## config.mk

```make
export PLATFORM = sky130hd
export DESIGN_NAME = ram_arbiter
export DESIGN_NICKNAME = d
export VERILOG_FILES = /design/src/rtl/cpu_pkg.sv /design/src/rtl/prio_pick.sv /design/src/rtl/ram_arbiter.sv
export SDC_FILE = /design/constraint.sdc
export NUM_CORES = 1
export LEC_CHECK = 0
export BUFFER_PORTS_ARGS = -buffer_cell sky130_fd_sc_hd__buf_2
export CAP_MARGIN = 20
export CORE_UTILIZATION = 43
export CTS_CLUSTER_SIZE = 28
export DETAILED_ROUTE_END_ITERATION = 10
export HOLD_SLACK_MARGIN = 0.03
export MAX_ROUTING_LAYER = met4
export PLACE_DENSITY = 0.87
export SLEW_MARGIN = 20
export SYNTH_ARGS = -nofsm -noshare
export SYNTH_HDL_FRONTEND = slang
export SYNTH_HIERARCHICAL = 1
export SYNTH_SLANG_ARGS = --single-unit
```

## constraint.sdc

```tcl
create_clock -name clk -period 2 [get_ports clk]
set_input_delay 0.1 -clock clk [delete_from_list [all_inputs] [get_ports clk]]
set_output_delay 0.1 -clock clk [all_outputs]
set_load 0.03 [all_outputs]
```

## src/rtl/cpu_pkg.sv

```systemverilog
// Shared definitions for the CPU memory subsystem.
// - DEF_AW / DEF_DW: default RAM address and data widths (256 x 8).
// - REQ_F / REQ_D / REQ_X: bit positions of the fetch, data and debug
//   requesters in every {x,d,f} vector.
// - req_t: one requester's request bundle at default widths.
package cpu_pkg;

  localparam int unsigned DEF_AW = 8;
  localparam int unsigned DEF_DW = 8;

  localparam int unsigned NREQ  = 3;
  localparam int unsigned REQ_F = 0;
  localparam int unsigned REQ_D = 1;
  localparam int unsigned REQ_X = 2;

  // Saturation value of the 4-bit age counters.
  localparam logic [3:0] AGE_MAX = 4'd15;

  typedef struct packed {
    logic              req;
    logic              we;
    logic [DEF_AW-1:0] addr;
    logic [DEF_DW-1:0] wdata;
  } req_t;

endpackage

```

## src/rtl/prio_pick.sv

```systemverilog
// Combinational winner selection for the RAM arbiter.
// Ports:
//   elig    - requesters that may be granted this edge, {x,d,f}
//   starved - requesters whose age counter has reached the starvation limit
//   win     - one-hot winner, all zero when nothing is eligible
// Starved eligible requesters take precedence over everything else; within
// the chosen group the order is D > F > X.
module prio_pick
  import cpu_pkg::*;
(
  input  logic [NREQ-1:0] elig,
  input  logic [NREQ-1:0] starved,
  output logic [NREQ-1:0] win
);

  logic [NREQ-1:0] hot;
  logic [NREQ-1:0] cand;

  assign hot  = elig & starved;
  assign cand = (|hot) ? hot : elig;

  always_comb begin
    win = '0;
    if (cand[REQ_D]) begin
      win[REQ_D] = 1'b1;
    end else if (cand[REQ_F]) begin
      win[REQ_F] = 1'b1;
    end else if (cand[REQ_X]) begin
      win[REQ_X] = 1'b1;
    end
  end

endmodule

```

## src/rtl/ram_arbiter.sv

```systemverilog
// Arbiter sharing one single-port synchronous RAM between instruction fetch,
// data load/store and the debug/loader port.
// Ports:
//   clk, rst_n                 - clock, asynchronous active-low reset
//   f_req, f_addr              - fetch request (always a read)
//   d_req, d_we, d_addr, d_wdata - data port request
//   x_req, x_we, x_addr, x_wdata - debug port request
//   gnt                        - registered one-hot grant {x,d,f}
//   rvalid, rdata              - one-hot read-data valid and shared read data
//   ram_csel, ram_read, ram_addr, ram_wdata - RAM control (registered)
//   ram_rdata                  - RAM read data, valid the cycle after a read select
// A request sampled at edge T is granted during the following cycle; read data
// returns one cycle later, possibly overlapping the next grant.
module ram_arbiter
  import cpu_pkg::*;
#(
  parameter int unsigned AW     = DEF_AW,
  parameter int unsigned DW     = DEF_DW,
  parameter int unsigned STARVE = 4
) (
  input  logic            clk,
  input  logic            rst_n,
  input  logic            f_req,
  input  logic [AW-1:0]   f_addr,
  input  logic            d_req,
  input  logic            d_we,
  input  logic [AW-1:0]   d_addr,
  input  logic [DW-1:0]   d_wdata,
  input  logic            x_req,
  input  logic            x_we,
  input  logic [AW-1:0]   x_addr,
  input  logic [DW-1:0]   x_wdata,
  output logic [NREQ-1:0] gnt,
  output logic [NREQ-1:0] rvalid,
  output logic [DW-1:0]   rdata,
  output logic            ram_csel,
  output logic            ram_read,
  output logic [AW-1:0]   ram_addr,
  output logic [DW-1:0]   ram_wdata,
  input  logic [DW-1:0]   ram_rdata
);

  // State
  logic            run_q;
  logic [NREQ-1:0] gnt_q,      gnt_d;
  logic            csel_q,     csel_d;
  logic            read_q,     read_d;
  logic [AW-1:0]   addr_q,     addr_d;
  logic [DW-1:0]   wdata_q,    wdata_d;
  logic [NREQ-1:0] tag_q,      tag_d;
  logic [DW-1:0]   rdata_q;
  logic [3:0]      age_q [NREQ];
  logic [3:0]      age_d [NREQ];

  // Request vectors
  logic [NREQ-1:0] req_v;
  logic [NREQ-1:0] we_v;
  logic [AW-1:0]   addr_v  [NREQ];
  logic [DW-1:0]   wdata_v [NREQ];

  logic [NREQ-1:0] elig;
  logic [NREQ-1:0] starved;
  logic [NREQ-1:0] win;
  logic            win_we;
  logic [AW-1:0]   win_addr;
  logic [DW-1:0]   win_wdata;

  assign req_v = {x_req, d_req, f_req};
  assign we_v  = {x_we, d_we, 1'b0};

  assign addr_v[REQ_F]  = f_addr;
  assign addr_v[REQ_D]  = d_addr;
  assign addr_v[REQ_X]  = x_addr;
  assign wdata_v[REQ_F] = '0;
  assign wdata_v[REQ_D] = d_wdata;
  assign wdata_v[REQ_X] = x_wdata;

  // A requester holding its grant is ignored for one edge so the same
  // request is not issued twice. run_q blocks arbitration on the first edge
  // after reset release.
  assign elig = run_q ? (req_v & ~gnt_q) : '0;

  always_comb begin
    for (int i = 0; i < int'(NREQ); i++) begin
      starved[i] = (age_q[i] >= 4'(STARVE));
    end
  end

  prio_pick u_prio_pick (
    .elig    (elig),
    .starved (starved),
    .win     (win)
  );

  // Winner's request fields
  always_comb begin
    win_we    = 1'b0;
    win_addr  = addr_q;
    win_wdata = '0;
    for (int i = 0; i < int'(NREQ); i++) begin
      if (win[i]) begin
        win_we    = we_v[i];
        win_addr  = addr_v[i];
        win_wdata = wdata_v[i];
      end
    end
  end

  // Next-state for the RAM-facing registers and the read tag
  always_comb begin
    gnt_d   = win;
    csel_d  = |win;
    read_d  = 1'b1;
    addr_d  = addr_q;
    wdata_d = wdata_q;
    if (|win) begin
      read_d  = ~win_we;
      addr_d  = win_addr;
      wdata_d = win_we ? win_wdata : '0;
    end
    // Remember who owns the read that the RAM samples at the end of this cycle.
    tag_d = (csel_q && read_q) ? gnt_q : '0;
  end

  // Age counters: count edges spent eligible but losing, clear otherwise.
  always_comb begin
    for (int i = 0; i < int'(NREQ); i++) begin
      if (!elig[i] || win[i]) begin
        age_d[i] = '0;
      end else if (age_q[i] != AGE_MAX) begin
        age_d[i] = age_q[i] + 4'd1;
      end else begin
        age_d[i] = age_q[i];
      end
    end
  end

  always_ff @(posedge clk or negedge rst_n) begin
    if (!rst_n) begin
      run_q   <= 1'b0;
      gnt_q   <= '0;
      csel_q  <= 1'b0;
      read_q  <= 1'b1;
      addr_q  <= '0;
      wdata_q <= '0;
      tag_q   <= '0;
      for (int i = 0; i < int'(NREQ); i++) begin
        age_q[i] <= '0;
      end
    end else begin
      run_q   <= 1'b1;
      gnt_q   <= gnt_d;
      csel_q  <= csel_d;
      read_q  <= read_d;
      addr_q  <= addr_d;
      wdata_q <= wdata_d;
      tag_q   <= tag_d;
      for (int i = 0; i < int'(NREQ); i++) begin
        age_q[i] <= age_d[i];
      end
    end
  end

  // Read data passes straight through while valid and is held otherwise.
  assign rdata = (|tag_q) ? ram_rdata : rdata_q;

  always_ff @(posedge clk or negedge rst_n) begin
    if (!rst_n) begin
      rdata_q <= '0;
    end else if (|tag_q) begin
      rdata_q <= ram_rdata;
    end
  end

  assign gnt       = gnt_q;
  assign rvalid    = tag_q;
  assign ram_csel  = csel_q;
  assign ram_read  = read_q;
  assign ram_addr  = addr_q;
  assign ram_wdata = wdata_q;

endmodule

```

**Word-level counts from Yosys, hierarchy flattened**

Index checks and enable logic that the tools add are counted.
Widths: inputs -> output; s select.

- $add $sub $neg: 3
- Order comparisons: 3
- Equal/unequal tests: 3
- Mux-type cells: 25
- Bitwise operators: 4
- Reduce and logical (&&, ||, !) cells: 15

Operators with widths:

| operator | count |
|---|---|
| $mux 8 | 7 |
| $mux 4 | 6 |
| $add 4x1->4 const B | 3 |
| $ge 4x3->1 const B | 3 |
| $ne 4x4->1 const B | 3 |
| $mux 1 | 9 |
| $mux 3 | 3 |
| $reduce_or 3->1 | 3 |
| $and 3x3->3 | 2 |
| $reduce_bool 2->1 | 3 |
| $logic_not 1->1 | 3 |
| $logic_or 1x1->1 | 3 |
| $not 3->3 | 1 |
| $reduce_bool 3->1 | 1 |
| $reduce_and 2->1 | 1 |
| $logic_and 1x1->1 | 1 |
| $not 1->1 | 1 |

- Register bits after elaboration: 45
- Input bits: 55
- Output and inout bits: 32
- Word-level logic and storage cells: 64

**Depth between registers and ports, before layout**

Gate-level depths: netlist of the first run.

- Depth after elaboration: 12
- Gate-level depth with buffers: 8
- Mapped depth without buffers: 8

**Cells and area by module**

The synthesis of the first run kept the hierarchy.

By module, submodules not included:

| module | instances | cells an instance | area an instance (sq um) | sequential area each (sq um) |
|---|---|---|---|---|
| ram_arbiter | 1 | 170 | 1,999.4 | 1,127.3 |
| prio_pick | 1 | 9 | 66.3 | 0.0 |

**Worst setup path before layout of the first run**

No wires, ideal clock.

- Kind: flip-flop to flip-flop
- Start point: reg age_q[6] (netlist name)
- End point: reg addr_q[5] (netlist: ram_addr[5])
- Library setup time: 0.123 ns
- Arrival: 1.884 ns
- Required time: 1.877 ns
- Setup slack: -0.008 ns
- Stages on the path, launching flop included: 9
- Path buffers: 2
- Clock period less this slack: 2.008 ns
- Path through: dfrtp_1 -> or2_2 -> nand2b_1 -> a221oi_2 -> buf_6 -> inv_4 -> buf_6 -> o22ai_2 -> a21oi_1

- Cells in the longest elaborated chain, start to end: 9
- Elaborated cells on any way between the ends: 15
- Those cells by class: 1 x order compare; 9 x mux; 1 x bitwise; 4 x reduce/logical

RTL lines:

| element | line | text |
|---|---|---|
| start: declaration | ram_arbiter.sv:52 | `logic [3:0] age_q [NREQ];` |
| start signal: indexed assignment | ram_arbiter.sv:159 | `age_q[i] <= age_d[i];` |
| $ge 4x3->1 * | ram_arbiter.sv:85 | `starved[i] = (age_q[i] >= 4'(STARVE));` |
| named net starved[1] | ram_arbiter.sv:62 | `logic [NREQ-1:0] starved;` |
| $and 3x3->3 * | prio_pick.sv:19 | `assign hot = elig & starved;` |
| $reduce_or 3->1 | prio_pick.sv:20 | `assign cand = (\|hot) ? hot : elig;` |
| $mux 3 * | prio_pick.sv:20 |  |
| $mux 1 | prio_pick.sv:28 | `end else if (cand[REQ_X]) begin` |
| $mux 1 | prio_pick.sv:26 | `end else if (cand[REQ_F]) begin` |
| $mux 1 * | prio_pick.sv:24 | `if (cand[REQ_D]) begin` |
| named net gnt_d[2] | ram_arbiter.sv:45 | `logic [NREQ-1:0] gnt_q, gnt_d;` |
| $reduce_bool 3->1 (no source line) or $reduce_or 3->1 (tied branches) | -- |  |
| $reduce_and 2->1 (no source line) | -- |  |
| end signal: assignment | ram_arbiter.sv:155 | `addr_q <= addr_d;` |
| end: declaration | ram_arbiter.sv:48 | `logic [AW-1:0] addr_q, addr_d;` |

Mark *: on every way through the listed nets, which the timed path passes. The rest lies on a longest branch.
A chain may end at the register's enable or synchronous reset.

**Worst setup path in the final report of the first run**

- Start point: reg age_q[7] (netlist name)
- End point: reg wdata_q[1] (netlist: ram_wdata[1])

- Cells in the longest elaborated chain, start to end: 9
- Elaborated cells on any way between the ends: 16
- Those cells by class: 1 x order compare; 12 x mux; 1 x bitwise; 2 x reduce/logical

RTL lines:

| element | line | text |
|---|---|---|
| $ge 4x3->1 * | ram_arbiter.sv:85 |  |
| named net starved[1] | ram_arbiter.sv:62 |  |
| $and 3x3->3 * | prio_pick.sv:19 |  |
| $reduce_or 3->1 | prio_pick.sv:20 |  |
| $mux 3 * | prio_pick.sv:20 |  |
| $mux 1 | prio_pick.sv:28 |  |
| $mux 1 | prio_pick.sv:26 |  |
| $mux 1 * | prio_pick.sv:24 |  |
| named net gnt_d[2] | ram_arbiter.sv:45 |  |
| $mux 8 or $mux 1 (tied branches) | ram_arbiter.sv:101 | `if (win[i]) begin` |
| $mux 8 | ram_arbiter.sv:119 | `wdata_d = win_we ? win_wdata : '0;` |
| end signal: assignment | ram_arbiter.sv:156 | `wdata_q <= wdata_d;` |
| end: declaration | ram_arbiter.sv:49 | `logic [DW-1:0] wdata_q, wdata_d;` |

Marks and branches as above.

==> results of run 1 <==
final cells by class:
cell class / count / area share (%)
Sequential cell: 45 / 40.2
Multi-Input combinational cell: 126 / 32.3
Timing Repair Buffer: 102 / 20.3
Clock buffer: 6 / 2.59
Tap cell: 52 / 2.32
Clock inverter: 2 / 1.38
Inverter: 4 / 0.937
worst max-delay path, cell delays in order (launching register included):
cell and delay (ps):
dfrtp_1 420, or2_2 310, nand2b_1 180, a221oi_4 350, buf_12 180, nor3_4 50, buf_4 170, nand2_1 80
o21ai_1 80
power by group through the flow:
stage,logic (mW),clock network [mW],registers [mW]
2_1_floorplan,0.343,0,1.19
3_3_place_gp,0.651,0,1.09
4_1_cts,0.672,0.699,1.08
3_5_place_dp,0.669,0,1.09
6_report,0.675,0.690,1.07
5_1_grt,0.720,0.749,1.09
timing repair:
item | in CTS | in global routing
buffers inserted | 0 | 4
hold buffers | 2 | 0
gates resized for setup | 0 | 8
setup endpoints to repair | 0 | 15
endpoints found under the hold margin | 21 | 0
metrics by stage:
stage / setup slack (ps) / TNS (ps)
after CTS: 44.3 / 0
after global routing: -19.3 / -47.2
after detailed placement: 58.9 / 0
after floorplan: 33.3 / 0
after global placement: 123 / 0
final: 58.8 / 0
layer usage:
layer | share of wire [%] | routed length [µm] | up-vias
met4 | 0.43 | 21 | 0
met3 | 5.6 | 276 | 2
met1 | 43 | 2120 | 854
met5 | 0 | 0 | -
met2 | 51 | 2490 | 66
li1 | - | - | 861
flip-flops by register name (all words and copies together), names as in the netlist:
register and count:
age_q 12, gnt 3, ram_addr 8, ram_csel 1
ram_read 1, ram_wdata 8, rdata_q 8, run_q 1
rvalid 3
Yosys cell counts (all sizes together), types with 2 or more instances:
cell type and n:
a31oi 4, a21oi 9, and3 3, inv 3
nor3b 3, o21ai 8, buf 4, o21a 2
nand3 6, ha 3, and3b 2, o22ai 16
or2 3, mux2 8, xnor2 3, nand2 14
a22oi 9, nor3 8, nor2 13, dfrtp 44
nand2b 3, mux2i 3
kinds of logic (layout without fill, tap and decap cells):
logic type      after synthesis  in the layout  share of synthesized area, %
buf+inv                       8            114                          2.85
fa+ha+maj                     3              3                          1.82
xor+xnor                      3              3                          1.27
compound gates               50             50                          18.5
simple gates                 58             58                          15.0
other cells                   1              1                         0.182
flops                        45             45                          54.6
mux                          11             11                          5.81
worst max path at each step:
stage | to | slack, ps | depth (start not counted)
finish | ram_wdata[1] | 60 | 8
global route | ram_wdata[0] | -20 | 8
floorplan | ram_addr[5] | 30 | 8
global placement | age_q[11] | 120 | 5
detailed placement | ram_wdata[1] | 60 | 7
CTS | ram_wdata[1] | 40 | 7
==> flow_summary.toml, run 1 <==
[run_status]
status = "finished with violations"
violations = "design-rule violations"

[clock_network]
cts_root_buffer = "clkbuf_8"
clk_pin_slew_ps = 80
cts_tree = "done"
clkSinkCount = 45
htree_num_levels = 2
clk_latency_ps = 300
cts_buffer_depth = 2
numCtsBuffers = 5

[cells_and_area]
regArea_mm2 = 0.00113
finalCoreUtilization_pct = 62.7
drive_gt1_share_pct = 49.5
finalInstanceArea_mm2 = 0.00280
fin_nets = 342
final_cell_mix = "86 x buf_2, 44 x dfrtp_1, 14 x nand2_1"
fin_cells = 337
fill_cells = 341
diodes = 0
final_common_cell = "buf_2"
multi_input_area_um2 = 906
area_growth_syn_to_layout_pct = 35.7

[floorplanning]
die_x_um = 71.3
start_util_pct = 46.2
die_area_mm2 = 0.00509
dieHeight_um = 71.3
pin_count = 87
rows = 24
core-area_mm2 = 0.00447

[timing]
slew-limit-headroom_pct = 65.3
hold_violations = 0
hold-worst-slack_ps = 37.6
finalMaxSlewViolations = 0
tightest_slew_ps = 520
fin_crit_sh_pct = 97.1
min_period_ps = 1940
fmax_ghz = 0.515
fin_skew_ps = 4.69
setup_violations = 0

[worst_setup_path]
path_class = "register to register"
startpoint_type = "register"
r2r_slack_ps = 60
worstPathRequired_ps = 2180
crit_start = "age_q[7]"
rr_startpoint = "age_q[7]"
r2r_end = "ram_wdata[1]"
reg2regPathDepth = 8
crit_fanout = 8
endpoint_kind = "register"
crit_arrival_ps = 2120

[worst_hold_path]
hp-start = "ram_rdata[6]"
whs_endpoint = "rdata_q[6]"
hold_path_depth = 2
hp-class = "input port to register"

[place]
numPortBuffers = 86
dp_hpwl_um = 3600
dp_cells = 323
globalplace.congestion = 0.798
placed_area_mm2 = 0.00262

[detailed_routing]
vias_per_cell = 5.29
drt-total-wl_um = 4900
post-route-drc-count = 5
routedWlPerCell_um = 14.5
firstDrtPassIters = 7
drt_iter0_drc = 107
ant_nets = 0
vias = 1783

[yosys]
synthArstFlopShare_pct = 100
yosys_warnings = 6
synth-edff-count = 0
ys_types = 36
synth_top_cell_by_area = "dfrtp_1"
syn-num-nets = 237
synthFlopType = "dfrtp_1"
synth_cells = 179
yosysTopAreaCellShare_pct = 53.3
syn_area_mm2 = 0.00207
ys_top_cells_by_area = "dfrtp_1 53%, o22ai_2 4.8%, mux2_2 4.4%"
synth-seq-cells = 45
seq_area_frac_synth_pct = 54.6
synth.avg_cell_area_um2 = 11.5

[global_routing]
top_usage_layer = "met2"
grt_pass1_wl_um = 7910
grt_pass1_vias = 1710
antenna_found_initial = 0
gr-total-overflow = 0
grt_usage_pct = 21.0
grt_max_degree = 23
use_met2_pct = 33.9
grt_use_met3_pct = 5.77
met1_usage_pct = 26.5

[power_and_ir_drop]
power_mw = 2.44
switchingPower_mw = 0.794
powerDensity_mw_per_mm2 = 870
vdd_drop_max_mv = 0.524
swShare_pct = 32.5
comb_power_share_pct = 27.7
p_leak_nw = 1.39
internal_power_mw = 1.65
seqPwrFrac_pct = 44.1
pwr-share-clk_pct = 28.3

[run]
max-cap-violations = 0
Note: power is estimated with default switching activity, not from simulation.
==> run 2, diff against run 1 <==
--- a/config.mk
+++ b/config.mk
@@ -11,7 +11,6 @@
 export CTS_CLUSTER_SIZE = 28
 export DETAILED_ROUTE_END_ITERATION = 10
 export HOLD_SLACK_MARGIN = 0.03
-export MAX_ROUTING_LAYER = met4
 export PLACE_DENSITY = 0.87
 export SLEW_MARGIN = 20
 export SYNTH_ARGS = -nofsm -noshare
==> flow_summary.toml, run 2 (same netlist as run 1, synthesis figures left out) <==
[run_status]
status = "finished with violations"
violations = "design-rule violations"

[power_and_ir_drop]
vdd_drop_max_mv = 0.526
pwr-share-clk_pct = 28.3
powerDensity_mw_per_mm2 = 870
seqPwrFrac_pct = 44.0
p_leak_nw = 1.39
switchingPower_mw = 0.794
swShare_pct = 32.5
comb_power_share_pct = 27.6
internal_power_mw = 1.65
power_mw = 2.44

[clock_network]
cts_root_buffer = "clkbuf_8"
clk_pin_slew_ps = 80
cts_tree = "done"
htree_num_levels = 2
clk_latency_ps = 300
cts_buffer_depth = 2
clkSinkCount = 45
numCtsBuffers = 5

[global_routing]
grt_pass1_vias = 1715
antenna_found_initial = 0
grt_usage_pct = 20.3
grt_max_degree = 23
grt_pass1_wl_um = 7910
gr-total-overflow = 0

[timing]
tightest_slew_ps = 520
finalMaxSlewViolations = 0
finalWorstSetupSlack_ps = 57.7
min_period_ps = 1940
slew-limit-headroom_pct = 65.4
fin_crit_sh_pct = 97.1
fin_skew_ps = 4.04
fmax_ghz = 0.515
fin_tns_setup_ps = 0
setup_violations = 0
hold-worst-slack_ps = 38.6
hold_violations = 0

[worst_setup_path]
endpoint_kind = "register"
crit_arrival_ps = 2120
crit_fanout = 8
startpoint_type = "register"
r2r_slack_ps = 60
worstPathRequired_ps = 2180
path_class = "register to register"

[cells_and_area]
multi_input_area_um2 = 906
final_cell_mix = "86 x buf_2, 44 x dfrtp_1, 14 x nand2_1"
fin_nets = 342
fill_cells = 341
finalCoreUtilization_pct = 62.7
drive_gt1_share_pct = 49.5
regArea_mm2 = 0.00113
finalInstanceArea_mm2 = 0.00280
diodes = 0
final_common_cell = "buf_2"
area_growth_syn_to_layout_pct = 35.7
largest-register = "age_q"
fin_cells = 337
largest_reg_flops = 12

[detailed_routing]
post-route-drc-count = 5
firstDrtPassIters = 9
vias_per_cell = 5.30
vias = 1786
ant_nets = 0
drt-total-wl_um = 4900
routedWlPerCell_um = 14.5
drt_iter0_drc = 118

[floorplanning]
start_util_pct = 46.2
core-area_mm2 = 0.00447
pin_count = 87
rows = 24
die_area_mm2 = 0.00509
dieHeight_um = 71.3
die_x_um = 71.3

[place]
dp_hpwl_um = 3600
dp_cells = 323
globalplace.congestion = 0.787
numPortBuffers = 86
placed_area_mm2 = 0.00262
post-place-ws_ps = 58.9

[worst_hold_path]
hp-class = "input port to register"

[run]
max-cap-violations = 0
run 2: power groups by stage:
stage	Combinational [mW]	Sequential [mW]	Clock, mW
after global placement	0.651	1.09	0
final	0.675	1.07	0.691
after global routing	0.720	1.09	0.749
after floorplan	0.343	1.19	0
after CTS	0.672	1.08	0.699
after detailed placement	0.669	1.09	0
run 2: worst paths after layout:
check | startpoint | end | cells after the start
worst min register to register | ram_wdata[2] | ram_wdata[2] | 2
worst max-delay path | age_q[7] | ram_wdata[1] | 8
max in group asynchronous | rst_n | ram_read | 3
worst min-delay path | ram_rdata[6] | rdata_q[6] | 2
min in group asynchronous | rst_n | age_q[9] | 2
worst max register to register | age_q[7] | ram_wdata[1] | 8
run 2: layout make-up:
class / instances / area share [%]
clock buffer: 6 / 2.59
sequential: 45 / 40.2
inverter: 4 / 0.937
timing repair buffer: 102 / 20.3
tap: 52 / 2.32
multi-input combinational: 126 / 32.3
clock inverter: 2 / 1.38
run 2: what timing repair did:
item	4_1_cts	5_1_grt
hold endpoints to repair	21	0
gates resized for setup	0	8
hold buffers	2	0
endpoints found under the setup margin	0	15
setup buffers	0	4
run 2: per-layer routing:
layer  share of wire, %  track usage, %  routed length [µm]
met3                5.3            5.91                 258
met1                 44            26.4                2140
met5                  0               0                   0
met4               0.43            4.67                  21
met2                 51            33.9                2480
run 2: critical path, cell delays in order, from the launching register on:
cell      delay, ps
dfrtp_1         420
or2_2           310
nand2b_1        180
a221oi_4        350
buf_12          180
nor3_4           50
buf_4           170
nand2_1          80
o21ai_1          80
==> run 3, diff against run 2 <==
--- a/config.mk
+++ b/config.mk
@@ -8,9 +8,11 @@
 export BUFFER_PORTS_ARGS = -buffer_cell sky130_fd_sc_hd__buf_2
 export CAP_MARGIN = 20
 export CORE_UTILIZATION = 43
+export CTS_BUF_LIST = sky130_fd_sc_hd__clkbuf_16
 export CTS_CLUSTER_SIZE = 28
 export DETAILED_ROUTE_END_ITERATION = 10
 export HOLD_SLACK_MARGIN = 0.03
+export MAX_ROUTING_LAYER = met4
 export PLACE_DENSITY = 0.87
 export SLEW_MARGIN = 20
 export SYNTH_ARGS = -nofsm -noshare
==> flow_summary.toml, run 3 (same netlist as run 1, synthesis figures left out) <==
[run_status]
status = "finished with violations"
violations = "design-rule violations"

[power_and_ir_drop]
switchingPower_mw = 0.819
p_leak_nw = 1.42
seqPwrFrac_pct = 40.2
vdd_drop_max_mv = 0.547
pwr-share-clk_pct = 34.6
swShare_pct = 30.6
comb_power_share_pct = 25.2
powerDensity_mw_per_mm2 = 940
internal_power_mw = 1.86

[detailed_routing]
routed.top_layer = "met4"
post-route-drc-count = 5
wl_met2_um = 2590
vias = 1817
drt-total-wl_um = 4990
m1WireLength_um = 2100
routedWlPerCell_um = 14.9
firstDrtPassIters = 7
vias_per_cell = 5.42
ant_nets = 0
drt_iter0_drc = 68
met3_length_um = 229

[timing]
fin_skew_ps = 2.78
min_period_ps = 1920
hold-worst-slack_ps = 60.0
setup_violations = 0
finalMaxSlewViolations = 0
slew-limit-headroom_pct = 65.1
tightest_slew_ps = 524
hold_violations = 0
fin_crit_sh_pct = 95.8
fmax_ghz = 0.522

[clock_network]
cts_root_buffer = "clkbuf_16"
htree_num_levels = 2
clk_pin_slew_ps = 60
clkSinkCount = 45
numCtsBuffers = 5
cts_tree = "done"
clk_latency_ps = 280
cts_buffer_depth = 2

[cells_and_area]
finalInstanceArea_mm2 = 0.00285
largest_reg_flops = 12
largest-register = "age_q"
final_common_cell = "buf_2"
final_cell_mix = "86 x buf_2, 44 x dfrtp_1, 14 x nand2_1"
drive_gt1_share_pct = 49.8
fin_nets = 340
diodes = 0
area_growth_syn_to_layout_pct = 38.0

[worst_setup_path]
path_class = "register to register"
slowest_delay_ps = 420
crit_arrival_ps = 2070
startpoint_type = "register"
crit_start = "age_q[11]"
crit_fanout = 7
endpoint_kind = "register"
r2r_end = "ram_wdata[1]"
rr_startpoint = "age_q[11]"
r2r_slack_ps = 80
crit_path_cell_trace = "or2_2 -> nand2b_1 -> a221oi_4 -> nor2b_2 -> buf_4 -> a22oi_1 -> o21ai_1"
worstPathRequired_ps = 2150
cpMaxStageDelayCell = "dfrtp_1"
reg2regPathDepth = 7

[global_routing]
antenna_found_initial = 0
grt_max_degree = 23
grt_pass1_vias = 1760
grt_pass1_wl_um = 8100
gr-total-overflow = 0
grt_usage_pct = 21.7

[worst_hold_path]
hold_path_depth = 2
whs_endpoint = "ram_read"
hp-class = "input port to register"
hp-start = "d_we"

[place]
placed_area_mm2 = 0.00262
globalplace.congestion = 0.798
numPortBuffers = 86
dp_hpwl_um = 3600

[run]
max-cap-violations = 0

[floorplanning]
start_util_pct = 46.2
rows = 24
pin_count = 87
die_x_um = 71.3
dieHeight_um = 71.3
die_area_mm2 = 0.00509
core-area_mm2 = 0.00447
-- run 3: layout make-up --
class / count / area, µm²
clock buffer: 5 / 125
clock inverter: 3 / 42.5
fill: 334 / 1620
inverter: 4 / 23.8
multi-input combinational: 126 / 917
sequential: 45 / 1130
tap: 52 / 65.1
timing repair buffer: 100 / 551
-- run 3: how the worst max path moves through the flow --
stage,endpoint,slack (ps),cells past startpoint
final,ram_wdata[1],80,7
after global routing,ram_wdata[1],-30,7
after CTS,ram_wdata[1],20,7
after detailed placement,ram_wdata[1],60,7
after global placement,age_q[11],120,5
after floorplan,ram_addr[5],30,8
-- run 3: layer usage --
| metal | up-vias | GRT usage (%) |
|---|---|---|
| met3 | 8 | 5.06 |
| met5 | - | - |
| li1 | 860 | - |
| met4 | 0 | 8.44 |
| met2 | 68 | 35.1 |
| met1 | 881 | 26.3 |
-- run 3: power by group through the flow --
| stage | Clock (mW) | Sequential, mW | Combinational (mW) |
|---|---|---|---|
| 2_1_floorplan | 0 | 1.19 | 0.343 |
| 3_3_place_gp | 0 | 1.09 | 0.651 |
| 3_5_place_dp | 0 | 1.09 | 0.669 |
| 4_1_cts | 0.939 | 1.08 | 0.671 |
| 5_1_grt | 0.989 | 1.09 | 0.720 |
| 6_report | 0.927 | 1.08 | 0.675 |
-- run 3: metrics by stage --
stage / worst slack [ps] / std cells / power, mW / utilization [%] / TNS (ps)
after floorplan: 33.3 / 179 / 1.53 / - / 0
after global placement: 123 / 323 / 1.74 / 58.6 / 0
after detailed placement: 58.9 / 323 / 1.76 / 58.6 / 0
after CTS: 24.5 / 332 / 2.69 / 62.6 / 0
after global routing: -25.1 / 335 / 2.80 / 63.7 / -58.1
final: 83.9 / 335 / 2.68 / 63.7 / 0
-- run 3: worst max-delay path: cells and delay by family, from the launching register on --
family	cells	cell delay, ps
AO/OA/AOI/OAI	3	590
buffers and inverters	1	170
flip-flops	1	420
AND/OR/NAND/NOR	3	610
-- run 3: repair_timing --
item | 4_1_cts | 5_1_grt
setup endpoints to repair | 0 | 17
hold endpoints to repair | 20 | 0
buffers inserted | 0 | 3
hold buffers | 1 | 0
gates resized for setup | 0 | 8
